==> config.mk <==
export PLATFORM = sky130hd
export DESIGN_NAME = pipe_cla_adder
export DESIGN_NICKNAME = d
export VERILOG_FILES = /design/src/rtl/pipe_cla_adder.sv
export SDC_FILE = /design/constraint.sdc
export NUM_CORES = 1
export LEC_CHECK = 0
export ABC_AREA = 1
export BUFFER_PORTS_ARGS = -buffer_cell sky130_fd_sc_hd__buf_2
export CAP_MARGIN = 20
export CORE_ASPECT_RATIO = 1.5
export CORE_UTILIZATION = 58
export DETAILED_ROUTE_END_ITERATION = 10
export HOLD_SLACK_MARGIN = 0.02
export PLACE_DENSITY = 0.84
export SLEW_MARGIN = 10
export SYNTH_ARGS = -nofsm -noshare
export SYNTH_HDL_FRONTEND = slang
export SYNTH_SLANG_ARGS = --single-unit
==> constraint.sdc <==
create_clock -name clk -period 14.1 [get_ports clk]
set_clock_uncertainty 0.1 [all_clocks]
set_input_delay 2.82 -clock clk [delete_from_list [all_inputs] [get_ports clk]]
set_output_delay 2.82 -clock clk [all_outputs]
set_load 0.005 [all_outputs]
==> src/rtl/pipe_cla_adder.sv <==
// ============================================================================
//  Module   : pipe_cla_adder
//  Function : Skewed-pipeline carry-lookahead adder/subtractor, one SEG-bit
//             segment per stage, with valid/ready flow control and
//             carry/overflow/zero flags. Optional macro PIPE_CLA_SAT_EN
//             clamps overflowing results to the signed limits.
//  Revision : 1.0 - initial release
// ============================================================================
`default_nettype none

module pipe_cla_adder #(
    parameter int WIDTH = 32,
    parameter int SEG   = 8
) (
    input  logic             clk,
    input  logic             reset,
    input  logic             in_valid,
    output logic             in_ready,
    input  logic [WIDTH-1:0] a,
    input  logic [WIDTH-1:0] b,
    input  logic             cin,
    input  logic             sub,
    output logic             out_valid,
    input  logic             out_ready,
    output logic [WIDTH-1:0] sum,
    output logic             cout,
    output logic             ovf,
    output logic             zero
);

    localparam int c_STAGES = WIDTH / SEG;
    localparam int c_LAST   = c_STAGES - 1;

    generate
        if ((WIDTH % SEG) != 0) begin : g_bad_cfg
            $error("pipe_cla_adder: WIDTH must be a multiple of SEG");
        end
    endgenerate

    // Stage k registers: operands, finished low segments, carry into segment k
    logic [c_STAGES-1:0] r_vld;
    logic [WIDTH-1:0]    r_a [c_STAGES];
    logic [WIDTH-1:0]    r_b [c_STAGES];
    logic [WIDTH-1:0]    r_s [c_STAGES];
    logic [c_STAGES-1:0] r_c;

    logic [SEG+1:0]      w_res   [c_STAGES];
    logic [WIDTH-1:0]    w_snext [c_STAGES];
    logic [WIDTH-1:0]    w_sum;
    logic                w_cout;
    logic                w_ovf;
    logic                w_adv;

    // Returns {carry out, carry into segment MSB, segment sum}; every carry is
    // formed as a sum of generate/propagate products rather than a ripple.
    function automatic logic [SEG+1:0] cla_seg(input logic [SEG-1:0] x,
                                               input logic [SEG-1:0] y,
                                               input logic           ci);
        logic [SEG-1:0] g;
        logic [SEG-1:0] p;
        logic [SEG:0]   c;
        logic           prop;
        g    = x & y;
        p    = x ^ y;
        c    = '0;
        c[0] = ci;
        for (int i = 0; i < SEG; i++) begin
            prop   = 1'b1;
            c[i+1] = 1'b0;
            for (int j = i; j >= 0; j--) begin
                c[i+1] = c[i+1] | (prop & g[j]);
                prop   = prop & p[j];
            end
            c[i+1] = c[i+1] | (prop & ci);
        end
        return {c[SEG], c[SEG-1], p ^ c[SEG-1:0]};
    endfunction

    assign w_adv    = !out_valid || out_ready;
    assign in_ready = w_adv;

    always_comb begin
        for (int k = 0; k < c_STAGES; k++) begin
            w_res[k]                 = cla_seg(r_a[k][k*SEG +: SEG], r_b[k][k*SEG +: SEG], r_c[k]);
            w_snext[k]               = r_s[k];
            w_snext[k][k*SEG +: SEG] = w_res[k][SEG-1:0];
        end
    end

    always_comb begin
        w_cout = w_res[c_LAST][SEG+1];
        w_ovf  = w_res[c_LAST][SEG+1] ^ w_res[c_LAST][SEG];
`ifdef PIPE_CLA_SAT_EN
        if (w_ovf) begin
            w_sum = r_a[c_LAST][WIDTH-1] ? {1'b1, {(WIDTH-1){1'b0}}}
                                         : {1'b0, {(WIDTH-1){1'b1}}};
        end else begin
            w_sum = w_snext[c_LAST];
        end
`else
        w_sum = w_snext[c_LAST];
`endif
    end

    always_ff @(posedge clk) begin
        if (reset) begin
            r_vld     <= '0;
            out_valid <= 1'b0;
            sum       <= '0;
            cout      <= 1'b0;
            ovf       <= 1'b0;
            zero      <= 1'b0;
        end else if (w_adv) begin
            r_vld[0] <= in_valid;
            r_a[0]   <= a;
            r_b[0]   <= sub ? ~b : b;
            r_c[0]   <= sub | cin;
            r_s[0]   <= '0;
            for (int k = 1; k < c_STAGES; k++) begin
                r_vld[k] <= r_vld[k-1];
                r_a[k]   <= r_a[k-1];
                r_b[k]   <= r_b[k-1];
                r_c[k]   <= w_res[k-1][SEG+1];
                r_s[k]   <= w_snext[k-1];
            end
            out_valid <= r_vld[c_LAST];
            sum       <= w_sum;
            cout      <= w_cout;
            ovf       <= w_ovf;
            zero      <= (w_sum == '0);
        end
    end

endmodule

`default_nettype wire

-- Word-level counts from Yosys, hierarchy flattened
Memory sizes are Yosys's and may differ from the RTL's.
Cells that the tools add are included.
- reductions and logical operators: 4
- bitwise operators: 416
- mux-type cells: 4
- operator list (cell ; number):
    AND 1 bit ; 256
    bitwise OR 1 bit ; 145
    bitwise XOR 8 bit ; 8
    AND 8 bit ; 4
    zero test 32 bit ; 1
    two-way mux 32 bit ; 1
    NOT 32 bit ; 1
    two-way mux 1 bit ; 3
    AND reduction 2 bit ; 1
    zero test 1 bit ; 1
    logical OR 1 bit ; 1
    NOT 1 bit ; 1
    bitwise XOR 1 bit ; 1
- memories kept: 3
- flip-flop bits (word level): 44
- memory bits (writable): 384
- output and inout port bits: 37
- memories (memory ; depth ; bits a word ; rd ports ; clocked after Yosys merged registers in ; write ports ; RTL line ; text):
    r_a ; 4 ; 32 ; 4 ; 0 ; 4 ; 42 ; logic [WIDTH-1:0] r_a [c_STAGES];
    r_b ; 4 ; 32 ; 4 ; 0 ; 4 ; 43 ; logic [WIDTH-1:0] r_b [c_STAGES];
    r_s ; 4 ; 32 ; 4 ; 0 ; 4 ; 44 ; logic [WIDTH-1:0] r_s [c_STAGES];

-- Longest topological paths before layout
Gate-level depths: netlist (run 1).
- depth after elaboration: 11
- gate-level depth with buffers: 12

-- Worst setup path after synthesis (run 1)
Ideal clock, no wire load.
- kind: input-to-reg
- from: input port out_ready
- to: memory r_a[0][0], enable pin
- arrival time: 11986 ps
- setup slack: 1227 ps
- library setup time: 787 ps
- stages on the path: 4
- path buffers: 2
- cells stage by stage: nor2_1 clkbuf_1 buf_2 nor2_1
- RTL lines (what ; RTL line ; text):
    from (decl) ; 24 ; input logic out_ready,
    to (decl) ; 42 ;

-- Final worst setup path (run 1)
- from: input port out_ready
- to: output port in_ready
- word-level cells in the longest chain between the ends: 1
- ends and longest elaborated chain (what ; RTL line ; text):
    logical OR 1 bit ; 79 ; assign w_adv = !out_valid || out_ready;
    to (decl) ; 18 ; output logic in_ready,
Every way passes these cells.

==> results.py, run 1 <==
metrics = {
    "run_status": {
        "outcome": "completed",
    },
    "place": {
        "dp_hpwl_um": 9222,
        "place.gp.congestion": 0.8639,
        "pre_cts_slack_ns": 7.714,
        "portBuffers": 106,
    },
    "worst_setup_path": {
        "critPathTopFamily": "buffers and inverters",
        "cp_common_cell": "buf_2",
        "cp.required_ns": 11.18,
        "crit_slowest_cell": "buf_4",
        "path_cells": "buf_2 -> nor2_1 -> buf_4 -> clkinv_1 -> buf_2",
        "start_kind": "input port",
        "slowest_delay_ns": 0.23,
        "path_buf_inv": 4,
        "critPathKind": "in2out",
        "worstSetupEndpointType": "output pin",
        "cp_max_fo": 20,
        "critPathArrivalTime_ns": 3.47,
    },
    "synth": {
        "synth.most_common_cell": "edfxtp_1",
        "netlist-cell-type-count": 29,
        "syn_nets": 797,
        "synth_top_cell_by_area": "edfxtp_1",
        "ys_seq_area_share_pct": 74.12,
        "synth_ff_type": "edfxtp_1",
        "ys_warn_count": 0,
        "ys_ff_latch": 252,
        "synth_top_area_share_pct": 65.84,
        "synth-edff-count": 212,
        "syn_inst": 690,
        "syn_area_um2": 9669,
        "synth_common_cells": "212 x edfxtp_1, 80 x inv_1, 72 x nand2_1",
        "postSynth.asyncResetShare_pct": 0,
        "synth_area_leaders": "edfxtp_1 66%, dfxtp_1 8.3%, ha_1 4.3%",
        "syn_area_per_cell_um2": 14.01,
    },
    "cells_and_area": {
        "n_antenna_cell": 0,
        "multi_input_area_um2": 2141,
        "syn_to_final_growth_pct": 15.53,
        "nFillCells": 1132,
        "layout-drive-gt1-share_pct": 19.15,
        "num-nets-final": 916,
        "regArea_um2": 7167,
    },
    "sta": {
        "period_minus_slack_ns": 6.385,
        "worst_pin_slew_ns": 1.043,
        "hold_viol_final": 0,
        "grt_setup_unrepaired": "no",
        "setup-tns-final_ns": 0,
        "timing.final.ws_setup_ns": 7.715,
        "final-max-slew-violation-count": 0,
        "fmax_mhz": 156.6,
        "max_slew_margin_pct": 30.48,
        "fin_crit_sh_pct": 45.29,
        "whs_ns": 0.3111,
        "setup_viol": 0,
    },
    "global_routing": {
        "grt_max_degree": 213,
        "grt_use_total_pct": 16.28,
        "grt_pass1_wl_um": 22040,
        "grt_antenna_before_repair": 0,
        "grt_overflow": 0,
        "grt_pass1_vias": 4916,
    },
    "floorplanning": {
        "die_x_um": 107.4,
        "num_rows": 57,
        "ios": 107,
        "start_util_pct": 59.46,
        "dieArea_um2": 17200,
        "core_area_um2": 16260,
        "die_y_um": 160.1,
    },
    "detailed_routing": {
        "vias_per_cell": 5.050,
        "routed_wl_um": 13450,
        "post_drt_wl_per_cell_um": 13.05,
        "detailedRoute.firstIterationViolations": 318,
        "vias": 5207,
        "firstDrtPassIters": 4,
        "drtAntennaViolNets": 0,
        "drcViolationCount": 0,
    },
    "pwr": {
        "power_leakage_uw": 0.004643,
        "powerDensity_nw_per_um2": 146.2,
        "vdd_drop_max_v": 0.0001277,
    },
    "cts": {
        "numCtsBuffers": 23,
        "cts_tree": "built",
        "path_clk_slew_ns": 0.07,
        "cts_resized": 0,
        "cts_hold_buf": 0,
        "clk-insertion-delay-late_ns": 0.49,
        "clockBufferDepth": 3,
        "clock-sinks": 252,
        "post_cts_buffers": 0,
        "root_buffer": "clkbuf_16",
        "cts_max_level": 1,
    },
    "worst_hold_path": {
        "hold_class": "reg2reg",
    },
    "job": {
        "drv_cap": 0,
    },
}
==> power breakdown <==
| group | total (uW) | switching, uW | internal [uW] | leakage [uW] |
|---|---|---|---|---|
| Clock | 587 | 250 | 337 | 0.000353 |
| Combinational | 139 | 84.7 | 54.1 | 0.00188 |
| Sequential | 907 | 21.0 | 886 | 0.00241 |
==> cells by family (layout without fill, tap and decap cells) <==
logic type / after synthesis / after routing / share of synthesized area [%]
AO/OA/AOI/OAI: 78 / 78 / 4.439
buffers and inverters: 97 / 232 / 3.817
adder cells (fa/ha/maj): 37 / 37 / 5.098
XOR/XNOR: 50 / 50 / 4.529
AND/OR/NAND/NOR: 176 / 176 / 7.997
flip-flops: 252 / 252 / 74.12
==> worst paths after layout <==
| kind | slack, ns | startpoint | to | cells after the start |
|---|---|---|---|---|
| worst min register to register | 0.31 | r_s[2][2] | r_s[3][2] | 0 |
| worst max register to register | 11.96 | r_b[2][17] | r_s[3][22] | 11 |
| worst min-delay path | 0.31 | r_s[2][2] | r_s[3][2] | 0 |
| worst max-delay path | 7.71 | out_ready | in_ready | 5 |
==> layer usage <==
layer,vias to the layer above,global-route usage (%),share of wire (%),wire length (um)
met3,25,3.102,4.7,629
li1,2644,-,-,-
met2,134,29.82,54,7202
met5,-,0,0,0
met4,0,5.230,2.1,285
met1,2404,18.95,40,5336
==> cell usage in the layout, fill, tap and decap left out, types with 5 or more instances in the layout <==
cell type	count
xor2_1	46
nand2_1	72
clkinv_2	7
clkinv_1	5
edfxtp_1	212
nor3_1	9
a21oi_1	29
nand2_2	5
inv_1	80
nand4_1	6
clkbuf_16	23
nand3_1	33
o21bai_1	5
o21ai_0	35
nor2_1	42
dfxtp_1	40
buf_2	106
ha_1	33
==> per-stage QoR <==
stage | instance area, um^2 | util (%) | power [uW] | instances
after detailed placement | 10440 | 64.20 | 1063 | 990
after global placement | 10440 | 64.20 | 1053 | 990
after global routing | 11170 | 68.70 | 1703 | 1031
after floorplan | 9669 | - | 1019 | 690
after CTS | 11170 | 68.70 | 1650 | 1031
final | 11170 | 68.70 | 1633 | 1031
==> state kept, by name, summed over array words and instances (netlist names) <==
signal / count
out_valid: 1
zero: 1
ovf: 1
r_a: 80
sum: 32
r_b: 80
r_c: 4
cout: 1
r_vld: 4
r_s: 48
==> layout make-up <==
cell class	count	share of cell area [%]
clock buffers	23	5.152
clock inverters	18	1.400
inverters	82	2.755
multi-input cells	341	19.16
flip-flops and latches	252	64.16
well taps	206	2.307
repair buffers	109	5.063
Power figures use the tool's default switching activity.
==> inputs of run 2 (changes only) <==
ABC_AREA = 0   (was 1)
clock period = 6.5 ns   (was 14.1 ns; I/O delays follow)
==> run 2 against run 1 <==
Net effect:
- register-to-register slack lost 8.1 ns
- critical path type unchanged
- largest power group unchanged
- count of clock-buffer cells in the layout grew 2
- die area shrank 3.5%
- area after synthesis shrank 3.5%
==> results.py, run 2 <==
metrics = {
    "run_status": {
        "outcome": "completed",
    },
    "detailed_routing": {
        "vias_per_cell": 5.161,
        "drcViolationCount": 0,
        "routed_wl_um": 13290,
        "detailedRoute.firstIterationViolations": 205,
        "vias": 4738,
        "post_drt_wl_per_cell_um": 14.48,
        "drtAntennaViolNets": 0,
        "firstDrtPassIters": 5,
    },
    "sta": {
        "worst_pin_slew_ns": 0.9319,
        "setup-tns-final_ns": 0,
        "grt_setup_unrepaired": "no",
        "setup_viol": 0,
        "max_slew_margin_pct": 37.87,
        "period_minus_slack_ns": 3.527,
        "fin_crit_sh_pct": 54.26,
        "final-max-slew-violation-count": 0,
        "hold_viol_final": 0,
        "fmax_mhz": 283.5,
    },
    "worst_setup_path": {
        "reg2reg_to": "zero",
        "reg2reg_depth": 8,
        "reg2reg_from": "r_c[3]",
        "cp.required_ns": 5.10,
        "cp-endpoint": "in_ready",
        "cp_max_fo": 42,
        "worstSetupEndpointType": "output pin",
        "critPathArrivalTime_ns": 2.13,
        "ff2ff_setup_slack_ns": 3.86,
        "critPathKind": "in2out",
        "cp-startpoint": "out_ready",
        "start_kind": "input port",
    },
    "cells_and_area": {
        "n_antenna_cell": 0,
        "mostFrequentLayoutCells": "212 x edfxtp_1, 106 x buf_2, 68 x nand2_1",
        "largestRegisters": "r_a (80), r_b (80), r_s (48)",
        "layout-drive-gt1-share_pct": 20.84,
        "regArea_um2": 7167,
        "multi_input_area_um2": 2009,
        "fin_util_pct": 68.74,
        "num-nets-final": 806,
        "syn_to_final_growth_pct": 15.67,
        "final_common_cell": "edfxtp_1",
        "nFillCells": 1019,
    },
    "cts": {
        "cts_max_level": 1,
        "path_clk_slew_ns": 0.06,
        "clock-sinks": 252,
        "root_buffer": "clkbuf_16",
        "post_cts_buffers": 0,
        "cts_hold_buf": 0,
        "cts_resized": 0,
        "clockBufferDepth": 3,
        "numCtsBuffers": 22,
        "cts_tree": "built",
        "clk-insertion-delay-late_ns": 0.49,
    },
    "floorplanning": {
        "dieArea_um2": 16600,
        "ios": 107,
        "die_x_um": 105.5,
        "start_util_pct": 59.43,
        "die_y_um": 157.3,
        "num_rows": 56,
        "core_area_um2": 15700,
    },
    "synth": {
        "syn_area_um2": 9328,
        "synth_ff_type": "edfxtp_1",
        "synth_common_cells": "212 x edfxtp_1, 68 x nand2_1, 51 x a21oi_1",
        "synth_area_leaders": "edfxtp_1 68%, dfxtp_1 8.6%, ha_1 4.4%",
        "syn_nets": 690,
        "synth_top_cell_by_area": "edfxtp_1",
        "syn_area_per_cell_um2": 16.00,
        "ys_seq_area_share_pct": 76.83,
        "synth.most_common_cell": "edfxtp_1",
        "synth_top_area_share_pct": 68.25,
        "ys_ff_latch": 252,
        "netlist-cell-type-count": 41,
        "ys_warn_count": 0,
        "postSynth.asyncResetShare_pct": 0,
        "synth-edff-count": 212,
        "syn_inst": 583,
    },
    "job": {
        "drv_cap": 0,
    },
    "global_routing": {
        "grt_pass1_vias": 4649,
        "grt_overflow": 0,
        "grt_antenna_before_repair": 0,
        "grt_max_degree": 81,
        "grt_pass1_wl_um": 21610,
        "grt_use_total_pct": 16.46,
    },
    "place": {
        "dp_hpwl_um": 8827,
        "portBuffers": 106,
        "place.gp.congestion": 0.7531,
    },
    "pwr": {
        "power_leakage_uw": 0.004275,
        "powerDensity_nw_per_um2": 321.1,
        "vdd_drop_max_v": 0.0002484,
    },
    "worst_hold_path": {
        "hold_class": "reg2reg",
    },
}
==> run 2: how the worst min path moves through the flow <==
stage	start	to	slack [ns]	cells after the start
floorplan	r_a[0][10]	r_a[1][10]	0.30	0
global placement	r_a[0][29]	r_a[1][29]	0.30	0
detailed placement	r_a[0][9]	r_a[1][9]	0.30	0
CTS	r_s[1][3]	r_s[2][3]	0.31	0
global route	r_b[0][26]	r_b[1][26]	0.32	0
finish	r_a[1][30]	r_a[2][30]	0.32	0
==> run 2: critical path, cell delays in order <==
cell and delay, ns:
buf_2 0.10, nor2b_2 0.09, buf_4 0.37, inv_1 0.11
buf_2 0.14
==> run 2: metrics by stage <==
step / cells / total power, uW / worst slack [ns] / instance area, um^2 / hold WS [ns]
after CTS: 918 / 3497 / 2.980 / 10790 / 0.3104
after detailed placement: 878 / 2257 / 2.968 / 10090 / 0.3045
after floorplan: 583 / 2160 / 0.8824 / 9335 / 0.3003
after global placement: 878 / 2235 / 3.025 / 10090 / 0.3026
after global routing: 918 / 3602 / 2.897 / 10790 / 0.3193
final: 918 / 3465 / 2.973 / 10790 / 0.3152
==> run 2: final cells by class <==
cell class / instances / area share, %
clock inverters: 15 / 1.090
inverters: 24 / 0.8350
clock buffers: 25 / 5.404
multi-input cells: 288 / 18.62
flip-flops and latches: 252 / 66.43
repair buffers: 111 / 5.265
well taps: 203 / 2.354
==> run 2: where the power goes <==
group / switching [uW] / internal [uW] / total [uW]
Sequential: 48.1 / 1910 / 1960
Clock: 519 / 721 / 1240
Combinational: 148 / 116 / 263
==> run 2: metal layers <==
| layer | up-vias | GRT usage (%) | wire length [um] |
|---|---|---|---|
| met5 | - | 0 | 0 |
| met4 | 0 | 6.415 | 343 |
| met3 | 24 | 2.733 | 635 |
| met2 | 130 | 30.14 | 6885 |
| li1 | 2354 | - | - |
| met1 | 2230 | 19.36 | 5427 |
==> run 2: kinds of logic (layout without fill, tap and decap cells) <==
group / count (synthesis) / count (layout) / share of synthesized area [%]
AOI/OAI and AO/OA: 86 / 86 / 5.661
xor gates and xnor gates: 57 / 57 / 5.352
adders and majority gates: 37 / 37 / 5.285
buffers and inverters: 43 / 175 / 1.730
DFF: 252 / 252 / 76.83
and+or+nand+nor: 108 / 108 / 5.138
==> inputs of run 3 (changes only) <==
ABC_AREA = 1   (was 0)
CORE_UTILIZATION = 52   (was 58)
PLACE_DENSITY = 0.8   (was 0.84)
clock period = 3 ns   (was 6.5 ns; I/O delays follow)
==> run 3 against run 2 <==
Net effect:
- worst setup slack got worse by 2.2 ns
- first-iteration DRC count increased by 87%
- sequential cell count unchanged
- cell count increased by 18%
- combinational power increased to 2.6 times the previous value
- final area increased by 5.0%
- count of clock-buffer cells in the layout increased by 7
- die area increased by 15%
- via count increased by 7.1%
- wire length increased by 0.39%
- critical endpoint unchanged
- largest power group unchanged
- highest routed layer unchanged
==> results.py, run 3 (synthesis gave the netlist of run 1 again) <==
metrics = {
    "global_routing": {
        "grt_use_total_pct": 14.33,
        "grt_overflow": 0,
        "grt_pass1_wl_um": 21620,
        "grt_antenna_before_repair": 0,
        "grt_pass1_vias": 4907,
        "grt_max_degree": 62,
    },
    "detailed_routing": {
        "drcViolationCount": 0,
        "routed_wl_um": 13340,
        "firstDrtPassIters": 4,
        "post_drt_wl_per_cell_um": 12.35,
        "vias": 5076,
        "vias_per_cell": 4.700,
        "drtAntennaViolNets": 0,
        "detailedRoute.firstIterationViolations": 383,
    },
    "worst_setup_path": {
        "critPathArrivalTime_ns": 1.52,
        "cp_max_fo": 20,
        "cp.required_ns": 2.30,
        "reg2reg_from": "r_b[2][22]",
        "path_buf_inv": 3,
        "worstSetupEndpointType": "output pin",
        "reg2reg_depth": 10,
        "crit_slowest_cell": "nor2_4",
        "path_cells": "inv_1 -> nor2_4 -> clkinv_1 -> buf_2",
        "start_kind": "register",
        "critPathTopFamily": "buffers and inverters",
        "slowest_delay_ns": 0.34,
        "reg2reg_to": "r_c[3]",
        "critPathKind": "reg2out",
        "ff2ff_setup_slack_ns": 0.94,
    },
    "cells_and_area": {
        "nFillCells": 1359,
        "largestRegisters": "r_a (80), r_b (80), r_s (48)",
        "syn_to_final_growth_pct": 17.21,
        "layout-drive-gt1-share_pct": 19.95,
        "fin_util_pct": 62.64,
        "n_antenna_cell": 0,
        "mostFrequentLayoutCells": "212 x edfxtp_1, 106 x buf_2, 80 x inv_1",
        "design_area_um2": 11330,
        "num-nets-final": 924,
        "final_common_cell": "edfxtp_1",
    },
    "pwr": {
        "total_power_uw": 7574,
        "power_leakage_uw": 0.004707,
        "vdd_drop_max_v": 0.0004345,
        "powerDensity_nw_per_um2": 668.3,
    },
    "cts": {
        "post_cts_buffers": 0,
        "numCtsBuffers": 23,
        "cts_resized": 0,
        "clock-sinks": 252,
        "cts_max_level": 1,
        "path_clk_slew_ns": 0.06,
        "cts_tree": "built",
        "clk-insertion-delay-late_ns": 0.50,
        "cts_hold_buf": 0,
        "clockBufferDepth": 3,
        "root_buffer": "clkbuf_16",
    },
    "worst_hold_path": {
        "min_to": "r_a[0][1]",
        "min_from": "a[1]",
        "min_path_cells": 1,
        "hold_class": "in2reg",
    },
    "sta": {
        "fin_crit_sh_pct": 74.05,
        "grt_setup_unrepaired": "no",
        "setup_viol": 0,
        "period_minus_slack_ns": 2.222,
        "setup-tns-final_ns": 0,
        "timing.final.ws_setup_ns": 0.7784,
        "hold_viol_final": 0,
        "fmax_mhz": 450.1,
        "max_slew_margin_pct": 39.60,
        "worst_pin_slew_ns": 0.9059,
        "final-max-slew-violation-count": 0,
    },
    "place": {
        "dp_hpwl_um": 9466,
        "pre_cts_slack_ns": 0.8060,
        "portBuffers": 106,
        "place.gp.congestion": 0.7988,
        "place_area_um2": 10650,
    },
    "floorplanning": {
        "start_util_pct": 53.44,
        "num_rows": 60,
        "core_area_um2": 18090,
        "die_x_um": 113.3,
        "ios": 107,
        "dieArea_um2": 19160,
        "die_y_um": 169.0,
    },
    "job": {
        "drv_cap": 0,
    },
    "run_status": {
        "outcome": "completed",
    },
}
## run 3: worst max path at each step
stage / slack, ns / start / cells past startpoint / to
finish: 0.78 / out_valid / 4 / in_ready
floorplan: -1.54 / out_ready / 4 / r_a[0][0]
CTS: 0.75 / out_valid / 4 / in_ready
global route: 0.64 / out_valid / 4 / in_ready
detailed placement: 0.81 / out_ready / 4 / r_b[0][14]
global placement: 0.84 / out_ready / 4 / r_a[0][15]
## run 3: cell type report
| class | instances | area (um^2) | share of cell area (%) |
|---|---|---|---|
| Sequential cell | 252 | 7167 | 63.24 |
| Multi-Input combinational cell | 341 | 2148 | 18.96 |
| Timing Repair Buffer | 117 | 713.2 | 6.293 |
| Clock buffer | 32 | 616.8 | 5.443 |
| Tap cell | 248 | 310.3 | 2.738 |
| Inverter | 82 | 307.8 | 2.716 |
| Clock inverter | 8 | 70.07 | 0.6182 |
## run 3: layer usage
| metal | vias to the layer above | wire length (um) | global-route usage (%) |
|---|---|---|---|
| met5 | - | 0 | 0 |
| met4 | 0 | 315 | 6.178 |
| met3 | 21 | 658 | 2.900 |
| met2 | 118 | 6898 | 26.27 |
| met1 | 2284 | 5471 | 16.00 |
| li1 | 2653 | - | - |
## run 3: report_power, final
| group | internal (uW) | switching (uW) | total (uW) | leakage [uW] |
|---|---|---|---|---|
| clock network | 1520 | 1120 | 2640 | 0.000348 |
| registers | 4160 | 94.9 | 4260 | 0.00241 |
| logic | 277 | 401 | 678 | 0.00195 |
## run 3: worst reg2reg max path, delay by kind of cell (launching register included)
| kind | cells | cell delay, ns |
|---|---|---|
| AND/OR/NAND/NOR | 9 | 0.98 |
| flip-flops | 1 | 0.36 |
| adder cells (fa/ha/maj) | 1 | 0.36 |
## run 3: through the flow
step	hold WS, ns	cells
2_1_floorplan	0.3003	690
3_3_place_gp	0.3012	1040
3_5_place_dp	0.3045	1040
4_1_cts	0.1481	1080
5_1_grt	0.1474	1080
6_report	0.1733	1080
